## config.mk

```make
export PLATFORM = sky130hd
export DESIGN_NAME = side_info_packer_2ch_flat
export DESIGN_NICKNAME = d
export VERILOG_FILES = /design/src/rtl/side_info_packer_2ch_if.sv /design/src/rtl/side_info_packer_2ch.sv /design/src/flat_wrapper.sv
export SDC_FILE = /design/constraint.sdc
export NUM_CORES = 1
export LEC_CHECK = 0
export BUFFER_PORTS_ARGS = -buffer_cell sky130_fd_sc_hd__buf_2
export CAP_MARGIN = 25
export CORE_ASPECT_RATIO = 1.2
export CORE_MARGIN = 8
export CORE_UTILIZATION = 54
export DETAILED_ROUTE_END_ITERATION = 10
export PLACE_DENSITY_LB_ADDON = 0.3
export SLEW_MARGIN = 20
export SYNTH_ARGS = -nofsm -noshare
export SYNTH_HDL_FRONTEND = slang
export SYNTH_SLANG_ARGS = --single-unit
```

## constraint.sdc

```tcl
create_clock -name clk -period 10.85 [get_ports clk]
set_input_delay 0.5425 -clock clk [delete_from_list [all_inputs] [get_ports clk]]
set_output_delay 0.5425 -clock clk [all_outputs]
set_load 0.05 [all_outputs]
```

## src/rtl/side_info_packer_2ch_if.sv

```systemverilog
// Load bus and output byte stream of the stereo Layer III side-info packer.
// Per-block fields are indexed [gr][ch]; scfsi is indexed [ch][band].
interface side_info_packer_2ch_if;
  logic                        in_valid;
  logic                        in_ready;
  logic [8:0]                  main_data_begin;
  logic [2:0]                  private_bits;
  logic [1:0][3:0]             scfsi;
  logic [1:0][1:0][11:0]       part2_3_length;
  logic [1:0][1:0][8:0]        big_values;
  logic [1:0][1:0][7:0]        global_gain;
  logic [1:0][1:0][3:0]        scalefac_compress;
  logic [1:0][1:0]             window_switching_flag;
  logic [1:0][1:0][1:0]        block_type;
  logic [1:0][1:0]             mixed_block_flag;
  logic [1:0][1:0][2:0][4:0]   table_select;
  logic [1:0][1:0][2:0][2:0]   subblock_gain;
  logic [1:0][1:0][3:0]        region0_count;
  logic [1:0][1:0][2:0]        region1_count;
  logic [1:0][1:0]             preflag;
  logic [1:0][1:0]             scalefac_scale;
  logic [1:0][1:0]             count1table_select;
  logic                        axiov;
  logic [7:0]                  axiod;
  logic                        axiol;
  logic                        axior;

  modport slave (
    input  in_valid, main_data_begin, private_bits, scfsi, part2_3_length,
           big_values, global_gain, scalefac_compress, window_switching_flag,
           block_type, mixed_block_flag, table_select, subblock_gain,
           region0_count, region1_count, preflag, scalefac_scale,
           count1table_select, axior,
    output in_ready, axiov, axiod, axiol
  );

  modport master (
    output in_valid, main_data_begin, private_bits, scfsi, part2_3_length,
           big_values, global_gain, scalefac_compress, window_switching_flag,
           block_type, mixed_block_flag, table_select, subblock_gain,
           region0_count, region1_count, preflag, scalefac_scale,
           count1table_select, axior,
    input  in_ready, axiov, axiod, axiol
  );
endinterface

```

## src/rtl/side_info_packer_2ch.sv

```systemverilog
// Packs one stereo Layer III side-info field set into 32 bytes and streams
// them MSB-first with valid/ready backpressure and a last-byte flag.
module side_info_packer_2ch (
  input logic                    clk,
  input logic                    rst,
  side_info_packer_2ch_if.slave  bus
);

  typedef enum logic {
    IDLE = 1'b0,
    SEND = 1'b1
  } state_t;

  state_t        r_state;
  state_t        w_next;
  logic [255:0]  r_shift;
  logic [4:0]    r_count;
  logic [19:0]   w_header;
  logic [58:0]   w_blk [2][2];
  logic [255:0]  w_packed;
  logic          w_load;
  logic          w_xfer;
  logic          w_last;

  // scfsi goes out band 0 first, so the packed [3:0] vector is walked upward
  assign w_header = {bus.main_data_begin, bus.private_bits,
                     bus.scfsi[0][0], bus.scfsi[0][1], bus.scfsi[0][2], bus.scfsi[0][3],
                     bus.scfsi[1][0], bus.scfsi[1][1], bus.scfsi[1][2], bus.scfsi[1][3]};

  for (genvar g = 0; g < 2; g++) begin : g_gr
    for (genvar c = 0; c < 2; c++) begin : g_ch
      logic [21:0] w_branch;

      // Both window-switching branches are 22 bits, keeping every block at 59
      assign w_branch = bus.window_switching_flag[g][c]
        ? {bus.block_type[g][c], bus.mixed_block_flag[g][c],
           bus.table_select[g][c][0], bus.table_select[g][c][1],
           bus.subblock_gain[g][c][0], bus.subblock_gain[g][c][1],
           bus.subblock_gain[g][c][2]}
        : {bus.table_select[g][c][0], bus.table_select[g][c][1],
           bus.table_select[g][c][2], bus.region0_count[g][c],
           bus.region1_count[g][c]};

      assign w_blk[g][c] = {bus.part2_3_length[g][c], bus.big_values[g][c],
                            bus.global_gain[g][c], bus.scalefac_compress[g][c],
                            bus.window_switching_flag[g][c], w_branch,
                            bus.preflag[g][c], bus.scalefac_scale[g][c],
                            bus.count1table_select[g][c]};
    end
  end

  assign w_packed = {w_header, w_blk[0][0], w_blk[0][1], w_blk[1][0], w_blk[1][1]};

  assign w_load = bus.in_valid && (r_state == IDLE);
  assign w_xfer = bus.axior && (r_state == SEND);
  assign w_last = (r_count == 5'd31);

  always_comb begin
    w_next = r_state;
    case (r_state)
      IDLE:    if (bus.in_valid) w_next = SEND;
      SEND:    if (bus.axior && w_last) w_next = IDLE;
      default: w_next = IDLE;
    endcase
  end

  always_ff @(posedge clk or posedge rst) begin
    if (rst) r_state <= IDLE;
    else     r_state <= w_next;
  end

  // The counter wraps 31 -> 0 on the final transfer, ready for the next frame
  always_ff @(posedge clk or posedge rst) begin
    if (rst) begin
      r_shift <= '0;
      r_count <= '0;
    end else if (w_load) begin
      r_shift <= w_packed;
      r_count <= '0;
    end else if (w_xfer) begin
      r_shift <= {r_shift[247:0], 8'h00};
      r_count <= r_count + 5'd1;
    end
  end

  assign bus.in_ready = (r_state == IDLE);
  assign bus.axiov    = (r_state == SEND);
  assign bus.axiod    = r_shift[255:248];
  assign bus.axiol    = (r_state == SEND) && w_last;

endmodule

```

## src/flat_wrapper.sv

```systemverilog
// flat-port wrapper written by rule: the top's interface ports become plain ports
module side_info_packer_2ch_flat 
  (clk, rst, bus_in_valid, bus_main_data_begin, bus_private_bits, bus_scfsi, bus_part2_3_length, bus_big_values, bus_global_gain, bus_scalefac_compress, bus_window_switching_flag, bus_block_type, bus_mixed_block_flag, bus_table_select, bus_subblock_gain, bus_region0_count, bus_region1_count, bus_preflag, bus_scalefac_scale, bus_count1table_select, bus_axior, bus_in_ready, bus_axiov, bus_axiod, bus_axiol);
  side_info_packer_2ch_if bus_i ();
  input logic clk;
  input logic rst;
  input wire logic [$bits(bus_i.in_valid)-1:0] bus_in_valid;
  input wire logic [$bits(bus_i.main_data_begin)-1:0] bus_main_data_begin;
  input wire logic [$bits(bus_i.private_bits)-1:0] bus_private_bits;
  input wire logic [$bits(bus_i.scfsi)-1:0] bus_scfsi;
  input wire logic [$bits(bus_i.part2_3_length)-1:0] bus_part2_3_length;
  input wire logic [$bits(bus_i.big_values)-1:0] bus_big_values;
  input wire logic [$bits(bus_i.global_gain)-1:0] bus_global_gain;
  input wire logic [$bits(bus_i.scalefac_compress)-1:0] bus_scalefac_compress;
  input wire logic [$bits(bus_i.window_switching_flag)-1:0] bus_window_switching_flag;
  input wire logic [$bits(bus_i.block_type)-1:0] bus_block_type;
  input wire logic [$bits(bus_i.mixed_block_flag)-1:0] bus_mixed_block_flag;
  input wire logic [$bits(bus_i.table_select)-1:0] bus_table_select;
  input wire logic [$bits(bus_i.subblock_gain)-1:0] bus_subblock_gain;
  input wire logic [$bits(bus_i.region0_count)-1:0] bus_region0_count;
  input wire logic [$bits(bus_i.region1_count)-1:0] bus_region1_count;
  input wire logic [$bits(bus_i.preflag)-1:0] bus_preflag;
  input wire logic [$bits(bus_i.scalefac_scale)-1:0] bus_scalefac_scale;
  input wire logic [$bits(bus_i.count1table_select)-1:0] bus_count1table_select;
  input wire logic [$bits(bus_i.axior)-1:0] bus_axior;
  output wire logic [$bits(bus_i.in_ready)-1:0] bus_in_ready;
  output wire logic [$bits(bus_i.axiov)-1:0] bus_axiov;
  output wire logic [$bits(bus_i.axiod)-1:0] bus_axiod;
  output wire logic [$bits(bus_i.axiol)-1:0] bus_axiol;
  assign bus_i.in_valid = bus_in_valid;
  assign bus_i.main_data_begin = bus_main_data_begin;
  assign bus_i.private_bits = bus_private_bits;
  assign bus_i.scfsi = bus_scfsi;
  assign bus_i.part2_3_length = bus_part2_3_length;
  assign bus_i.big_values = bus_big_values;
  assign bus_i.global_gain = bus_global_gain;
  assign bus_i.scalefac_compress = bus_scalefac_compress;
  assign bus_i.window_switching_flag = bus_window_switching_flag;
  assign bus_i.block_type = bus_block_type;
  assign bus_i.mixed_block_flag = bus_mixed_block_flag;
  assign bus_i.table_select = bus_table_select;
  assign bus_i.subblock_gain = bus_subblock_gain;
  assign bus_i.region0_count = bus_region0_count;
  assign bus_i.region1_count = bus_region1_count;
  assign bus_i.preflag = bus_preflag;
  assign bus_i.scalefac_scale = bus_scalefac_scale;
  assign bus_i.count1table_select = bus_count1table_select;
  assign bus_i.axior = bus_axior;
  assign bus_in_ready = bus_i.in_ready;
  assign bus_axiov = bus_i.axiov;
  assign bus_axiod = bus_i.axiod;
  assign bus_axiol = bus_i.axiol;
  side_info_packer_2ch u_core (.clk(clk), .rst(rst), .bus(bus_i));
endmodule
```

==> metrics.cfg, run 1 <==
[floorplan]
rows=61
start_util_pct=55.0
dieHeight_um=184
die_x_um=156
ios=319
core_um2=23200
design.die.area_um2=28800

[critical_path]
worst_path_dominant_cell_family=buffers and inverters
cp.required_ns=11.29
critPathCaptureType=flip-flop
slowest_delay_ns=0.69
path_cells=nand2b_4 -> buf_4 -> buf_6 -> a211oi_1 -> a31oi_1
path_buf_inv=2
arrival_ns=3.48
path_max_fanout=122
critical_path.slowest_cell=buf_6
crit_path_start_kind=flip-flop
crit_type=reg -> reg

[place]
gp_congestion=0.858
placedInstanceArea_um2=14100
hpwl_um=24100
io_buffers=318
place_ws_ns=7.60

[synthesis]
synth.distinct_cells=24
synth_nets=1807
yosysWarnings=0
synth_area_per_cell_um2=8.52
yosys_register_bits=262
syn_inst=1497
synth_edf_count=0
async_flop_share_pct=100
yosysTopAreaCell=dfrtp_1
ys.flop_type=dfrtp_1
yosysMostFrequentCell=nand2_1
synth_top_area_share_pct=51.4
synth-seq-area-share_pct=51.4
yosys-top-cells-area=dfrtp_1, nand2_1, a31oi_1, nor2_1, a211oi_1
synthTopCellsByCount=nand2_1, dfrtp_1, a31oi_1
syn-cell-area_um2=12800

[clock_tree]
clk_latency_ns=0.53
cts_tree=yes
cts_root_buffer=clkbuf_16
cts_inserted_buffers=27
cts.sinks=262
clkTransAtPathRegs_ns=0.06
post_cts_buffers=0
clock_path_buffers=3
cts.htree.levels=1
cts-resized-gates=0
postCtsHoldBufs=0

[routing]
viasPerCell=5.61
first_pass_iters=5
drc=0
wire_per_inst_um=17.3
m1WireLength_um=14700
wl_met3_um=2510
finalWirelength_um=35600
via_count=11500
postRouteAntennaNets=0
dr.first_iter.drc_count=945
dr.max_layer_used=met5
met2_wirelength_um=17000

[power_and_ir_drop]
p_leak_nw=7.04
powerDensity_nw_per_um2=165
clkPwrFrac_pct=38.0
sequentialPowerShare_pct=48.4
p_int_w=0.00182
p_comb_share_pct=13.6
p_sw_w=0.000671
vdd.ir_drop.worst_mv=0.108
swShare_pct=26.9

[sta]
tightest_slew_ns=0.994
slew_viol_final=0
maxSlewHeadroom_pct=33.7
skew_ns=0.0185
timing.fmax_ghz=0.329
period_share_pct=28.1
tns_ns=0
period_minus_slack_ns=3.04
final-hold-violation-count=0
fin_ws_ns=7.81
rsz0062_at_grt=no
setup_violations=0

[grt]
grt_overflow=0
grt_max_degree=134
grt_pass1_vias=11300
grt_pass1_wl_um=56500
grtUsageTotal_pct=24.0
antenna_found_initial=5

[finish]
final_util_pct=64.9
drive_above_1_share_pct=22.4
area_growth_pct=18.1
finalInstanceArea_um2=15100
nNetsFinal=2029

[flow_run]
cap_viol_max_count=0

[run_status]
status=finished clean

[worst_hold_path]
hold_class=in -> async

cell families (layout without fill, tap and decap cells):
group | after synthesis | count (layout) | synth area share [%]
AND/OR/NAND/NOR | 743 | 743 | 23.6
multiplexers | 8 | 8 | 0.628
AO/OA/AOI/OAI | 344 | 344 | 18.2
adder cells (fa/ha/maj) | 2 | 2 | 0.196
buffers and inverters | 138 | 380 | 5.95
flip-flops | 262 | 262 | 51.4
other | 0 | 5 | 0
power by group through the flow:
stage	registers (W)	clock network, W	logic [W]
3_5_place_dp	0.00122	0	0.000340
2_1_floorplan	0.00119	0	0.000244
3_3_place_gp	0.00122	0	0.000330
6_report	0.00121	0.000948	0.000339
5_1_grt	0.00122	0.000998	0.000384
4_1_cts	0.00120	0.000960	0.000344
placed cells by master (no fill, tap or decap), drive strengths merged:
cell      instances
nand4             1
a22oi            17
clkbuf           38
bufinv            2
o21ai             6
a211oi           83
nand2           505
nor2            149
clkinvlp          1
mux2i             8
clkinv            8
a21oi             2
dfrtp           262
inv               3
nor2b            84
and2              2
buf             328
a31oi           231
and3              1
a22o              5
ha                2
nand2b            1
diode             5
final cells by class:
cell class,instances,area [µm²]
diodes,5,12.5
clock buffers,38,797
clock inverters,11,115
fillers,1961,8140
inverters,3,18.8
multi-input cells,1097,5480
flip-flops and latches,262,6560
well taps,315,394
repair buffers,328,1690
flip-flops by register name, indices dropped and copies added (netlist names):
register / cells
u_core.r_shift: 256
u_core.bus.axiov: 1
u_core.r_count: 5
metrics by stage:
stage | hold slack (ns) | total power [W] | std cells
2_1_floorplan | 0.437 | 0.00144 | 1497
3_3_place_gp | 0.453 | 0.00155 | 2004
3_5_place_dp | 0.466 | 0.00156 | 2005
4_1_cts | 0.240 | 0.00251 | 2054
5_1_grt | 0.249 | 0.00260 | 2058
6_report | 0.207 | 0.00249 | 2059
worst paths after layout:
check	from	to	slack (ns)	cells after the start
worst max-delay path	u_core.bus.axiov$_DFF_PP0_	u_core.r_shift[14]$_DFFE_PP0P_	7.81	5
max in group asynchronous	rst	u_core.r_shift[102]$_DFFE_PP0P_	9.13	3
worst max register to register	u_core.bus.axiov$_DFF_PP0_	u_core.r_shift[14]$_DFFE_PP0P_	7.81	5
worst min-delay path	rst	u_core.r_shift[61]$_DFFE_PP0P_	0.21	2
worst min register to register	u_core.r_shift[254]$_DFFE_PP0P_	u_core.r_shift[254]$_DFFE_PP0P_	0.48	2
min in group clk	bus_main_data_begin[3]	u_core.r_shift[250]$_DFFE_PP0P_	0.25	3
metal layers:
layer	vias to the layer above	global-route usage, %
met1	5481	31.5
met2	405	38.1
met5	-	0
li1	5559	-
met3	95	4.69
met4	2	10.3
Note: power is estimated with default switching activity, not from simulation.
==> inputs of run 2 (changes only) <==
- CORE_UTILIZATION: 54 -> 49
- clock period: 10.85 -> 2.8 ns (I/O delays scaled with it)
==> run 2 against run 1 <==
Against the previous run:
- worst hold slack worse by 0.18 ns
- non-clock buffer count up 282
- highest routed layer unchanged
- fmax up 43%
- sequential power rose to 3.9 times the previous value
==> metrics.cfg, run 2 (same netlist as run 1, synthesis figures left out) <==
[place]
gp_congestion=0.862
placedInstanceArea_um2=14500
io_buffers=318
hpwl_um=26000

[sta]
period_share_pct=76.2
rsz0062_at_grt=no
final-hold-violation-count=0
period_minus_slack_ns=2.13
fin_hold_ws_ns=0.0227
tightest_slew_ns=0.839
slew_viol_final=0
maxSlewHeadroom_pct=44.1
timing.fmax_ghz=0.469
tns_ns=0
skew_ns=0.0105
setup_violations=0

[finish]
finalInstanceArea_um2=18000
drive_above_1_share_pct=20.4
largest_register_ffs=256
regMostFlops=u_core.r_shift
area_growth_pct=40.9
final_util_pct=70.4
nNetsFinal=2311
layout_common_cells=nand2_1, buf_2, dfrtp_1, dlygate4sd3_1, a31oi_1
mostFrequentLayoutCell=nand2_1

[clock_tree]
cts_tree=yes
cts.htree.levels=1
cts_root_buffer=clkbuf_16
cts.sinks=262
clock_path_buffers=3
post_cts_buffers=0
clk_latency_ns=0.53
cts_inserted_buffers=27
clkTransAtPathRegs_ns=0.06

[grt]
antenna_found_initial=4
grt_overflow=0
grtUsageTotal_pct=27.9
grt_pass1_vias=13700
grt_pass1_wl_um=71000
grt_max_degree=107

[power_and_ir_drop]
p_leak_nw=8.28
p_comb_share_pct=16.9
p_int_w=0.00739
swShare_pct=27.2
powerDensity_nw_per_um2=565
vdd.ir_drop.worst_mv=0.395
p_sw_w=0.00277
clkPwrFrac_pct=36.9
sequentialPowerShare_pct=46.2

[critical_path]
crit_end=u_core.r_shift[40]$_DFFE_PP0P_
r2r_slack_ns=0.67
crit_path_start_kind=flip-flop
worstReg2RegEnd=u_core.r_shift[40]$_DFFE_PP0P_
r2r-start=u_core.bus.axiov$_DFF_PP0_
rr_worst_depth=4
critical_path.slowest_cell=dfrtp_1
critPathCaptureType=flip-flop
crit_type=reg -> reg
startpoint=u_core.bus.axiov$_DFF_PP0_
path_cells=nand2b_4 -> buf_12 -> nor2_1 -> a31oi_1
path_max_fanout=106
arrival_ns=2.55
cp.required_ns=3.21
slowest_delay_ns=0.68

[run_status]
status=finished clean

[worst_hold_path]
worstHoldStart=bus_region0_count[11]
hold_class=in -> reg

[routing]
drc=0
viasPerCell=5.71
via_count=13500
wire_per_inst_um=19.2
finalWirelength_um=45200
postRouteAntennaNets=0
first_pass_iters=7
dr.first_iter.drc_count=1323

[floorplan]
start_util_pct=50.0
rows=64
dieHeight_um=193
ios=319
core_um2=25500
design.die.area_um2=31500
die_x_um=163

[flow_run]
cap_viol_max_count=0

-- run 2: repair_timing --
action                                  4_1_cts  5_1_grt
endpoints found under the setup margin        0        0
hold buffers                                259        0
gates resized for setup                       0        0
endpoints found under the hold margin       271        0
-- run 2: critical path, delay by kind of cell (launching register included) --
family	cells	cell delay (ns)
AO/OA/AOI/OAI	1	0.26
flip-flops	1	0.68
AND/OR/NAND/NOR	2	0.60
buffers and inverters	1	0.37
-- run 2: worst min path at each step --
stage	endpoint	slack (ns)	cells after the start
3_3_place_gp	u_core.r_shift[48]$_DFFE_PP0P_	0.26	2
2_1_floorplan	u_core.r_shift[0]$_DFFE_PP0P_	0.28	1
3_5_place_dp	u_core.r_shift[48]$_DFFE_PP0P_	0.25	2
5_1_grt	u_core.r_shift[68]$_DFFE_PP0P_	0.02	4
4_1_cts	u_core.r_shift[66]$_DFFE_PP0P_	0.005	4
6_report	u_core.r_shift[68]$_DFFE_PP0P_	0.02	4
-- run 2: power by group through the flow --
stage	logic, W	registers [W]	clock network [W]
floorplan	0.000947	0.00462	0
global placement	0.00133	0.00471	0
detailed placement	0.00138	0.00472	0
CTS	0.00167	0.00467	0.00377
global route	0.00188	0.00474	0.00394
finish	0.00172	0.00469	0.00375
-- run 2: per-layer routing --
metal	part of all wire [%]	vias to the layer above	wire length [µm]	track usage, %
met5	0.022	-	10	0
met4	4.5	2	2030	12.5
met3	8.2	140	3700	5.57
met2	50	732	22400	47.6
met1	38	6456	17100	33.5
li1	-	6120	-	-
-- run 2: area by class of cell --
type,count,area [µm²]
diodes,4,10.0
clock buffers,36,779
clock inverters,12,144
fillers,1793,7560
inverters,3,15.0
multi-input cells,1097,5480
flip-flops and latches,262,6560
well taps,330,413
repair buffers,610,4580
-- run 2: metrics by stage --
step | setup slack [ns] | std cells | total power (W)
after CTS | 0.702 | 2350 | 0.0101
after detailed placement | 0.789 | 2043 | 0.00610
after global placement | 0.878 | 2043 | 0.00605
after global routing | 0.590 | 2354 | 0.0106
final | 0.667 | 2354 | 0.0102
after floorplan | -0.796 | 1497 | 0.00557
